[src/rtl/uart_pkg.sv]
// Shared UART types and helpers for the receive and transmit paths.
package uart_pkg;

    typedef enum logic [1:0] {
        IDLE,
        START,
        DATA,
        STOP
    } rx_state_t;

    localparam int DEFAULT_PAYLOAD_BITS = 8;

    function automatic int cycles_per_bit(input int clk_hz, input int bit_rate);
        return clk_hz / bit_rate;
    endfunction

endpackage

[src/rtl/sync_2ff.sv]
// Two-flop synchroniser for asynchronous inputs; latency 2 cycles, no backpressure.
// Resets to RST_VAL so an idle-high line does not look like an edge out of reset.
module sync_2ff #(
    parameter int               WIDTH   = 1,
    parameter logic [WIDTH-1:0] RST_VAL = '1
) (
    input  logic             clk,
    input  logic             reset_n,
    input  logic [WIDTH-1:0] d,
    output logic [WIDTH-1:0] q
);

    logic [WIDTH-1:0] meta;

    always_ff @(posedge clk) begin
        if (!reset_n) begin
            meta <= RST_VAL;
            q    <= RST_VAL;
        end else begin
            meta <= d;
            q    <= meta;
        end
    end

endmodule

[src/rtl/uart_rx.sv]
// 8N1-style UART receiver: deserialises the serial pin into bytes with one-cycle status pulses.
// Latency: pulse 2 + CPB/2 + (PAYLOAD_BITS+1)*CPB + 1 cycles after the start edge; no backpressure.
module uart_rx
    import uart_pkg::*;
#(
    parameter int CLK_HZ       = 50_000_000,
    parameter int BIT_RATE     = 9600,
    parameter int PAYLOAD_BITS = DEFAULT_PAYLOAD_BITS
) (
    input  logic                    clk,
    input  logic                    reset_n,
    input  logic                    uart_rxd,
    input  logic                    uart_rx_en,
    output logic [PAYLOAD_BITS-1:0] uart_rx_data,
    output logic                    uart_rx_valid,
    output logic                    uart_rx_frame_err,
    output logic                    uart_rx_break,
    output logic                    uart_rx_busy
);

    localparam int CPB  = cycles_per_bit(CLK_HZ, BIT_RATE);
    localparam int HALF = CPB / 2;
    localparam int CW   = $clog2(CPB);
    localparam int BW   = $clog2(PAYLOAD_BITS + 1);

    localparam logic [CW-1:0] HALF_M1 = CW'(HALF - 1);
    localparam logic [CW-1:0] CPB_M1  = CW'(CPB - 1);
    localparam logic [BW-1:0] BITS_M1 = BW'(PAYLOAD_BITS - 1);

    rx_state_t               state;
    logic [CW-1:0]           cyc_cnt;
    logic [BW-1:0]           bit_cnt;
    logic [PAYLOAD_BITS-1:0] shreg;
    logic                    brk_hold;
    logic                    rxd_s;

    sync_2ff #(.WIDTH(1), .RST_VAL(1'b1)) u_sync_rxd (
        .clk     (clk),
        .reset_n (reset_n),
        .d       (uart_rxd),
        .q       (rxd_s)
    );

    assign uart_rx_busy = (state != IDLE);

    always_ff @(posedge clk) begin
        if (!reset_n) begin
            state             <= IDLE;
            cyc_cnt           <= '0;
            bit_cnt           <= '0;
            shreg             <= '0;
            brk_hold          <= 1'b0;
            uart_rx_data      <= '0;
            uart_rx_valid     <= 1'b0;
            uart_rx_frame_err <= 1'b0;
            uart_rx_break     <= 1'b0;
        end else begin
            uart_rx_valid     <= 1'b0;
            uart_rx_frame_err <= 1'b0;
            uart_rx_break     <= 1'b0;
            // A held-low break line must go high before it can start a new frame.
            if (rxd_s) begin
                brk_hold <= 1'b0;
            end
            if (!uart_rx_en) begin
                state   <= IDLE;
                cyc_cnt <= '0;
            end else begin
                case (state)
                    IDLE: begin
                        if (!rxd_s && !brk_hold) begin
                            state   <= START;
                            cyc_cnt <= '0;
                            bit_cnt <= '0;
                        end
                    end
                    START: begin
                        if (cyc_cnt == HALF_M1) begin
                            cyc_cnt <= '0;
                            state   <= rxd_s ? IDLE : DATA;
                        end else begin
                            cyc_cnt <= cyc_cnt + 1'b1;
                        end
                    end
                    DATA: begin
                        if (cyc_cnt == CPB_M1) begin
                            cyc_cnt <= '0;
                            shreg   <= {rxd_s, shreg[PAYLOAD_BITS-1:1]};
                            bit_cnt <= bit_cnt + 1'b1;
                            if (bit_cnt == BITS_M1) begin
                                state <= STOP;
                            end
                        end else begin
                            cyc_cnt <= cyc_cnt + 1'b1;
                        end
                    end
                    STOP: begin
                        if (cyc_cnt == CPB_M1) begin
                            cyc_cnt <= '0;
                            state   <= IDLE;
                            if (rxd_s) begin
                                uart_rx_data  <= shreg;
                                uart_rx_valid <= 1'b1;
                            end else if (shreg == '0) begin
                                uart_rx_break <= 1'b1;
                                brk_hold      <= 1'b1;
                            end else begin
                                uart_rx_frame_err <= 1'b1;
                            end
                        end else begin
                            cyc_cnt <= cyc_cnt + 1'b1;
                        end
                    end
                    default: state <= IDLE;
                endcase
            end
        end
    end

endmodule

[config.mk]
export PLATFORM = sky130hd
export DESIGN_NAME = uart_rx
export DESIGN_NICKNAME = d
export VERILOG_FILES = /design/src/rtl/uart_pkg.sv /design/src/rtl/sync_2ff.sv /design/src/rtl/uart_rx.sv
export SDC_FILE = /design/constraint.sdc
export NUM_CORES = 1
export LEC_CHECK = 0
export BUFFER_PORTS_ARGS = -buffer_cell sky130_fd_sc_hd__buf_2
export CORE_ASPECT_RATIO = 0.7
export CORE_UTILIZATION = 56
export DETAILED_ROUTE_END_ITERATION = 7
export PLACE_DENSITY_LB_ADDON = 0.3
export SYNTH_ARGS = -nofsm -noshare
export SYNTH_HDL_FRONTEND = slang
export SYNTH_SLANG_ARGS = --single-unit
[constraint.sdc]
create_clock -name clk -period 2.9 [get_ports clk]
set_input_delay 0.145 -clock clk [delete_from_list [all_inputs] [get_ports clk]]
set_output_delay 0.145 -clock clk [all_outputs]
set_load 0.02 [all_outputs]
# Word-level counts from Yosys, hierarchy flattened

Index checks and enable logic that the tools add are counted.

Register bits: 41
Latch bits: 0
RAM bits: 0
Bits in read-only memories: 0
Output and inout bits: 12
Word-level logic and storage cells: 66
Memories: 0

Add/subtract/negate cells: 2
Multipliers: 0
Divide/modulo/power cells: 0
Order comparisons: 0
Eq/ne operators: 11
Shift-type cells: 0
Muxes and demuxes: 23
Bitwise operators: 4
Reductions and logical operators: 15

Operator list:

| operator                | number |
|---|---|
| $mux W13                | 3 |
| $pmux W13 S3            | 1 |
| $add A13 B1 Y13 const B | 1 |
| $eq A13 B12 Y1 const B  | 1 |
| $eq A13 B13 Y1 const B  | 1 |
| $mux W2                 | 6 |
| $reduce_and A4 Y1       | 3 |
| $ne A2 B2 Y1 const B    | 5 |
| $mux W1                 | 9 |
| $logic_not A8 Y1        | 1 |
| $mux W4                 | 2 |
| $pmux W2 S4             | 1 |
| $pmux W4 S2             | 1 |
| $reduce_and A5 Y1       | 1 |
| $reduce_or A5 Y1        | 1 |
| $add A4 B1 Y4 const B   | 1 |
| $eq A2 B2 Y1 const B    | 2 |
| $eq A4 B3 Y1 const B    | 1 |
| $not A1 Y1              | 4 |
| $reduce_bool A2 Y1      | 2 |
| $reduce_and A3 Y1       | 1 |
| $eq A2 B1 Y1 const B    | 1 |
| $logic_not A1 Y1        | 2 |
| $logic_not A2 Y1        | 1 |
| other kinds (3)         | 3 |

# Logic depth before layout (Yosys ltp)

Gate-level depths: netlist (run 1).

Depth after elaboration: 6
Mapped depth: 7
Mapped depth without buffers: 6

# By module

Synthesis (run 1) repeated with hierarchy kept, for this count alone.

Cells, all modules: 234
Area total of the unflattened synthesis: 1966.9 µm²

By module, submodules not included:

| module   | instances | cells an instance | area each (µm²) | seq. area each (µm²) |
|---|---|---|---|---|
| uart_rx  | 1         | 230               | 1914.3          | 780.7 |
| sync_2ff | 1         | 4                 | 52.6            | 40.0 |

# Worst setup path before layout (run 1)

Ideal clock, no wire load.

Kind: flip-flop to flip-flop
Start: register cyc_cnt[0]
End: register bit_cnt[3]
Library setup time: 0.120 ns
Data arrival time: 1.702 ns
Data required time: 2.780 ns
Path slack: 1.078 ns
Stages on the path, launching flop included: 7
Buffers on the path: 0
Cell sequence: dfxtp_1 > ha_1 > nor3b_4 > nand4_1 > a2111oi_4 > a21oi_1 > or2_1

Word-level cells in the longest chain between the ends: 3

RTL lines:

| element                     | line           | text |
|---|---|---|
| start: declaration          | uart_rx.sv:31  | `logic [CW-1:0] cyc_cnt;` |
| start signal: assignment    | uart_rx.sv:82  | `cyc_cnt <= cyc_cnt + 1'b1;` |
| start signal: assignment    | uart_rx.sv:94  | `cyc_cnt <= cyc_cnt + 1'b1;` |
| start signal: assignment    | uart_rx.sv:111 | `cyc_cnt <= cyc_cnt + 1'b1;` |
| $eq A13 B13 Y1              | uart_rx.sv:86  | `if (cyc_cnt == CPB_M1) begin` |
| $ne A2 B2 Y1 (no line)      | --             |  |
| $reduce_and A4 Y1 (no line) | --             |  |
| end signal: assignment      | uart_rx.sv:89  | `bit_cnt <= bit_cnt + 1'b1;` |
| end: declaration            | uart_rx.sv:32  | `logic [BW-1:0] bit_cnt;` |

Every way passes these cells.
A chain may end at the register's enable or synchronous reset.

# Worst setup path after layout (run 1)

Start: register cyc_cnt[0]
End: register uart_rx_data[6]

Word-level cells in the longest chain between the ends: 2

RTL lines:

| element                     | line           | text |
|---|---|---|
| $eq A13 B13 Y1              | uart_rx.sv:98  | `if (cyc_cnt == CPB_M1) begin` |
| $reduce_and A4 Y1 (no line) | --             |  |
| end signal: assignment      | uart_rx.sv:102 | `uart_rx_data <= shreg;` |
| end: declaration            | uart_rx.sv:14  | `output logic [PAYLOAD_BITS-1:0] uart_rx_data,` |

Every way passes these cells.

==> reports/qor.yml, run 1 <==
worst_slew_pin_slew_ns: 0.6891
synth.area.mux_share_pct: 8.990
drt_iter0_drc: 150
postCtsResizedCells: 0
arrival_ns: 2.36
diodes: 0
fin_crit_sh_pct: 75.45
nets: 225
portBuffers: 15
root_buffer: "clkbuf_8"
drive_above_1_share_pct: 16.36
hold_violations: 0
yosys_warnings: 0
cts_setup_buffers: 0
first_pass_iters: 4
num_io_pins: 16
drv_slew: 0
min_from: "uart_rxd"
grt_pass1_vias: 1505
h-tree-depth: 2
worstPathRequired_ns: 3.07
num_vias: 1587
powerDensity_nw_per_um2: 511.6
r2r_end: "uart_rx_data[6]"
synth-edff-count: 0
fp.dieH_um: 50.82
syn_avg_cell_area_um2: 9.212
gp_congestion: 0.8466
r2r-start: "cyc_cnt[0]"
core_area_um2: 3191
drc: 0
wl_per_cell_um: 16.07
criticalPathCategory: "reg2reg"
clk_pin_slew_ns: 0.08
synthAdderAreaFrac_pct: 1.312
period_needed_ns: 2.188
start_util_pct: 59.76
area_delta_synth_final_pct: 9.055
synth_compound_area_share_pct: 9.318
slowest_delay_ns: 0.51
peakVddDrop_uv: 331.1
synth-async-reset-ratio_pct: 0
min_to: "u_sync_rxd.meta"
antenna_found_initial: 0
layout_commonest_cell: "dfxtp_1"
synthCells: 207
final.setup_skew_ns: 0.009377
pre_cts_ws_ns: 0.7350
maxCapViolCount: 0
crit_path_start: "cyc_cnt[0]"
synth_nets: 213
seq_area_frac_synth_pct: 43.04
status: "finished, final reports clean"
num_rows: 17
setup_viol: 0
cts_hold_buf: 0
max_freq_mhz: 457.0
routed_wl_mm: 4.146
critPathMaxFanout: 9
cp-end-kind: "register"
postRouteAntennaNets: 0
ys.flop_type: "dfxtp_1"
grt_pass1_wl_mm: 7.086
slowest_stage: "nand4_1"
cts_tree: "built"
clock-sinks: 41
via_per_inst: 6.151
synthSimpleGateAreaFrac_pct: 29.79
min_path_type: "in2reg"
slew_headroom_pct: 54.01
final_cell_mix: "41 x dfxtp_1, 33 x nor2_1, 16 x mux2i_1, 15 x buf_2, 14 x nand2_1"
start_kind: "register"
cp_cell_sequence: "ha_1 -> nor3b_4 -> and4_1 -> nand4_1 -> mux2i_1 -> nor2_1"
leakage_nw: 0.9123
r2r_slack_ns: 0.71
overflow: 0
die_w_um: 71.75
reg2reg_depth: 6
setup_tns_ns: 0
rsz0062_at_grt: "no"
numCtsBuffers: 5
synth_top_family_by_area: "simple AND/OR/NAND/NOR gates"
min_path_cells: 2
clk_latency_ns: 0.30
grt_max_degree: 23
die_area_um2: 3646
synth-seq-cells: 41
synth_xor_area_share_pct: 2.756
yosysUniqueCellTypes: 53
hpwl_mm: 2.995
cts_buffer_depth: 2
grt_usage_pct: 25.89
timing.final.ws_setup_ns: 0.7118
netlist_area_um2: 1907
-- area by class of cell --
type | instances | area (µm²)
timing repair buffer | 16 | 82.58
sequential | 41 | 820.8
clock inverter | 3 | 46.29
multi-input combinational | 150 | 994.7
tap | 38 | 47.55
fill | 257 | 1111
clock buffer | 5 | 68.82
inverter | 5 | 18.77
-- logic make-up after synthesis --
logic type / Yosys count
fa+ha+maj: 2
simple gates: 101
mux: 17
xor+xnor: 6
flops: 41
compound gates: 24
buf+inv: 16
-- cells in the mapped netlist, types with 2 or more instances --
library cell / instances / area share [%]
nand2b_1: 3 / 0.98
buf_6: 3 / 1.8
a41oi_1: 2 / 0.92
and3_1: 3 / 0.98
inv_1: 5 / 0.98
nand3b_1: 3 / 1.2
a21oi_1: 6 / 1.6
nor2_1: 33 / 6.5
nand2_1: 14 / 2.8
ha_1: 2 / 1.3
nor3_1: 2 / 0.52
and2_1: 2 / 0.66
a31oi_1: 4 / 1.3
mux2i_1: 16 / 8.4
nand3_1: 9 / 2.4
or2_1: 2 / 0.66
nor3b_1: 2 / 0.79
nand4_1: 6 / 2.0
xor2_1: 6 / 2.8
clkbuf_1: 4 / 0.79
and4_1: 2 / 0.92
buf_2: 2 / 0.52
nor4_1: 2 / 0.66
dfxtp_1: 41 / 43
o21ai_0: 2 / 0.52
or4_1: 3 / 1.2
o21a_1: 2 / 0.79
-- sequential cells by signal (all words and copies together) (netlist names), named ones only --
signal	flops
cyc_cnt	13
u_sync_rxd.meta	1
u_sync_rxd.q	1
uart_rx_valid	1
uart_rx_break	1
state	1
uart_rx_data	8
uart_rx_frame_err	1
bit_cnt	4
brk_hold	1
shreg	8
-- worst max-delay path by stage --
stage	to	slack [ns]	cells past startpoint
global route	uart_rx_data[7]	0.53	6
finish	uart_rx_data[6]	0.71	6
CTS	uart_rx_data[6]	0.73	6
floorplan	bit_cnt[3]	1.08	6
detailed placement	uart_rx_data[6]	0.74	6
global placement	uart_rx_data[0]	0.88	6
-- metrics by stage --
| step | power [W] | hold WS [ns] | area, µm² | instances | util (%) |
|---|---|---|---|---|---|
| 2_1_floorplan | 0.0006042 | 0.2180 | 1907 | 207 | - |
| 3_3_place_gp | 0.0006124 | 0.3285 | 1964 | 250 | 61.57 |
| 3_5_place_dp | 0.0006137 | 0.3386 | 1964 | 250 | 61.57 |
| 4_1_cts | 0.001071 | 0.02462 | 2079 | 258 | 65.18 |
| 5_1_grt | 0.001099 | 0.02020 | 2079 | 258 | 65.18 |
| 6_report | 0.001064 | 0.02759 | 2079 | 258 | 65.18 |
-- per-layer routing --
layer	global-route usage, %	up-vias	share of wire [%]
li1	-	755	-
met1	33.71	749	46
met2	39.78	68	45
met3	8.481	15	7.2
met4	10.78	0	2.3
met5	0	-	0
-- critical path: cells and delay by family, from the launching register on --
kind	cells	cell delay (ns)
and+or+nand+nor	4	1.11
muxes	1	0.34
DFF	1	0.38
adders and majority gates	1	0.23
-- power by group --
group	internal, W	switching, W
combinational	0.00000954	0.0000241
sequential	0.000564	0.00000281
clock	0.000257	0.000206
total	0.000831	0.000232
Power figures use the tool's default switching activity.
==> inputs of run 2 (changes only) <==
==> constraint.sdc (replaced) <==
create_clock -name clk -period 2.3 [get_ports clk]
set_input_delay 0.115 -clock clk [delete_from_list [all_inputs] [get_ports clk]]
set_output_delay 0.115 -clock clk [all_outputs]
set_load 0.02 [all_outputs]
==> reports/qor.yml, run 2 (same netlist as run 1, synthesis figures left out) <==
slowest_delay_ns: 0.52  # about the same
cp-end-kind: "register"
crit_buf_inv: 0  # unchanged
min_path_type: "in2reg"
numCtsBuffers: 5  # unchanged
grt_pass1_wl_mm: 6.693  # -5.5%
final_cell_mix: "41 x dfxtp_1, 33 x nor2_1, 16 x mux2i_1, 15 x buf_2, 14 x nand2_1"
slowest_stage: "a2111oi_4"
reg2reg_depth: 6  # unchanged
ff_latch_area_um2: 820.8  # unchanged
rsz0062_at_grt: "no"
drv_slew: 0  # unchanged
wl_per_cell_um: 15.42  # -4.0%
nFillCells: 251  # -2.3%
cp_cell_sequence: "ha_1 -> nor3b_4 -> nand4_1 -> a2111oi_4 -> a21oi_1 -> or2_1"
postRouteAntennaNets: 0  # unchanged
routed_wl_mm: 4.009  # -3.3%
start_kind: "register"
regMostFlops: "cyc_cnt"
p_total_w: 0.001457  # +37%
portBuffers: 15  # unchanged
arrival_ns: 2.28  # -0.08 ns
fp.dieH_um: 50.82  # unchanged
core_area_um2: 3191  # unchanged
pre_cts_ws_ns: 0.2596  # -0.4754 ns
clk_pin_slew_ns: 0.08  # about the same
hold_violations: 0  # unchanged
layout_commonest_cell: "dfxtp_1"
clk_latency_ns: 0.30  # about the same
num_vias: 1592  # +0.32%
drc: 0  # unchanged
postCtsResizedCells: 0  # unchanged
clock-sinks: 41  # unchanged
maxCapViolCount: 0  # unchanged
final.setup_skew_ns: 0.008800  # -0.0005771 ns
crit_cells: 6  # unchanged
h-tree-depth: 2  # unchanged
drt_iter0_drc: 135  # -10%
critPathMaxFanout: 5  # -4
cts_buffer_depth: 2  # unchanged
finalNonFillerCells: 260  # +0.78%
setup_tns_ns: 0  # unchanged
first_pass_iters: 6  # +2
cts_tree: "built"
criticalPathCategory: "reg2reg"
worstPathRequired_ns: 2.49  # -0.58 ns
multi_input_area_um2: 994.7  # unchanged
diodes: 0  # unchanged
fin_crit_sh_pct: 90.67  # +15 points
place_inst: 251  # +0.40%
setup_viol: 0  # unchanged
start_util_pct: 59.76  # unchanged
overflow: 0  # unchanged
largest_reg_flops: 13  # unchanged
num_io_pins: 16  # unchanged
powerDensity_nw_per_um2: 687.5  # +34%
die_area_um2: 3646  # unchanged
num_rows: 17  # unchanged
root_buffer: "clkbuf_8"
die_w_um: 71.75  # unchanged
peakVddDrop_uv: 617.1  # +86%
nets: 227  # +0.89%
top_regs: "cyc_cnt x13, shreg x8, uart_rx_data x8"
area_delta_synth_final_pct: 11.15
slew_headroom_pct: 56.01  # +2.0 points
hpwl_mm: 2.829  # -5.5%
antenna_found_initial: 0  # unchanged
critPathTopFamily: "simple AND/OR/NAND/NOR gates"
grt_usage_pct: 24.31  # -1.6 points
period_needed_ns: 2.085  # -0.1027 ns
gp_congestion: 0.9225  # +9.0%
leakage_nw: 0.9350  # +2.5%
via_per_inst: 6.123  # -0.46%
max_freq_mhz: 479.5  # +4.9%
worst_slew_pin_slew_ns: 0.6592  # -0.02990 ns
timing.final.ws_setup_ns: 0.2145  # -0.4973 ns
grt_max_degree: 23  # unchanged
min_path_cells: 2  # unchanged
grt_pass1_vias: 1400  # -7.0%
drive_above_1_share_pct: 16.67  # +0.30 points
status: "finished, final reports clean"
[run 2: cell count changes in the layout (fill, tap and decap cells not counted)]
cell           change
buf_4              +1
bufinv_16          +1
clkinv_4           -1
clkinvlp_4         -1
dlygate4sd3_1      +1
inv_6              +1
[run 2: worst reg2reg max path: stages, from the launching register on]
cell	delay, ns
dfxtp_1	0.39
ha_1	0.23
nor3b_4	0.24
nand4_1	0.27
a2111oi_4	0.52
a21oi_1	0.11
or2_1	0.24
[run 2: layout make-up]
cell class	instances	share of cell area [%]
Clock buffer	5	3.247
Sequential cell	41	38.72
Multi-Input combinational cell	150	46.93
Tap cell	38	2.243
Clock inverter	3	3.247
Timing Repair Buffer	18	4.723
Inverter	5	0.8855
[run 2: timing repair]
item,in CTS,in global routing
endpoints found under the hold margin,0,1
setup endpoints to repair,0,0
setup buffers,0,0
hold buffers,0,1
[run 2: worst paths after layout]
kind,start,endpoint,slack [ns]
worst max-delay path,cyc_cnt[0],bit_cnt[3],0.21
worst max register to register,cyc_cnt[0],bit_cnt[3],0.21
worst min register to register,u_sync_rxd.meta,u_sync_rxd.q,0.42
worst min-delay path,reset_n,u_sync_rxd.meta,0.07
[run 2: metrics by stage]
stage | utilization [%] | hold slack (ns) | instance area (µm²)
after floorplan | - | 0.1880 | 1907
after global placement | 61.80 | 0.2987 | 1972
after detailed placement | 61.80 | 0.3063 | 1972
after CTS | 66.12 | 0.0007878 | 2110
after global routing | 66.43 | 0.06861 | 2120
final | 66.43 | 0.06695 | 2120
[run 2: metal layers]
| layer | part of all wire (%) | global-route usage (%) |
|---|---|---|
| met5 | 0 | 0 |
| met4 | 1.4 | 8.824 |
| met3 | 7.1 | 5.720 |
| met2 | 43 | 35.85 |
| met1 | 48 | 34.80 |
[run 2: where the power goes]
part           switching (W)  internal [W]  leakage, nW
clock network       0.000260      0.000437       0.0687
logic              0.0000323     0.0000131        0.536
registers         0.00000350      0.000712        0.331
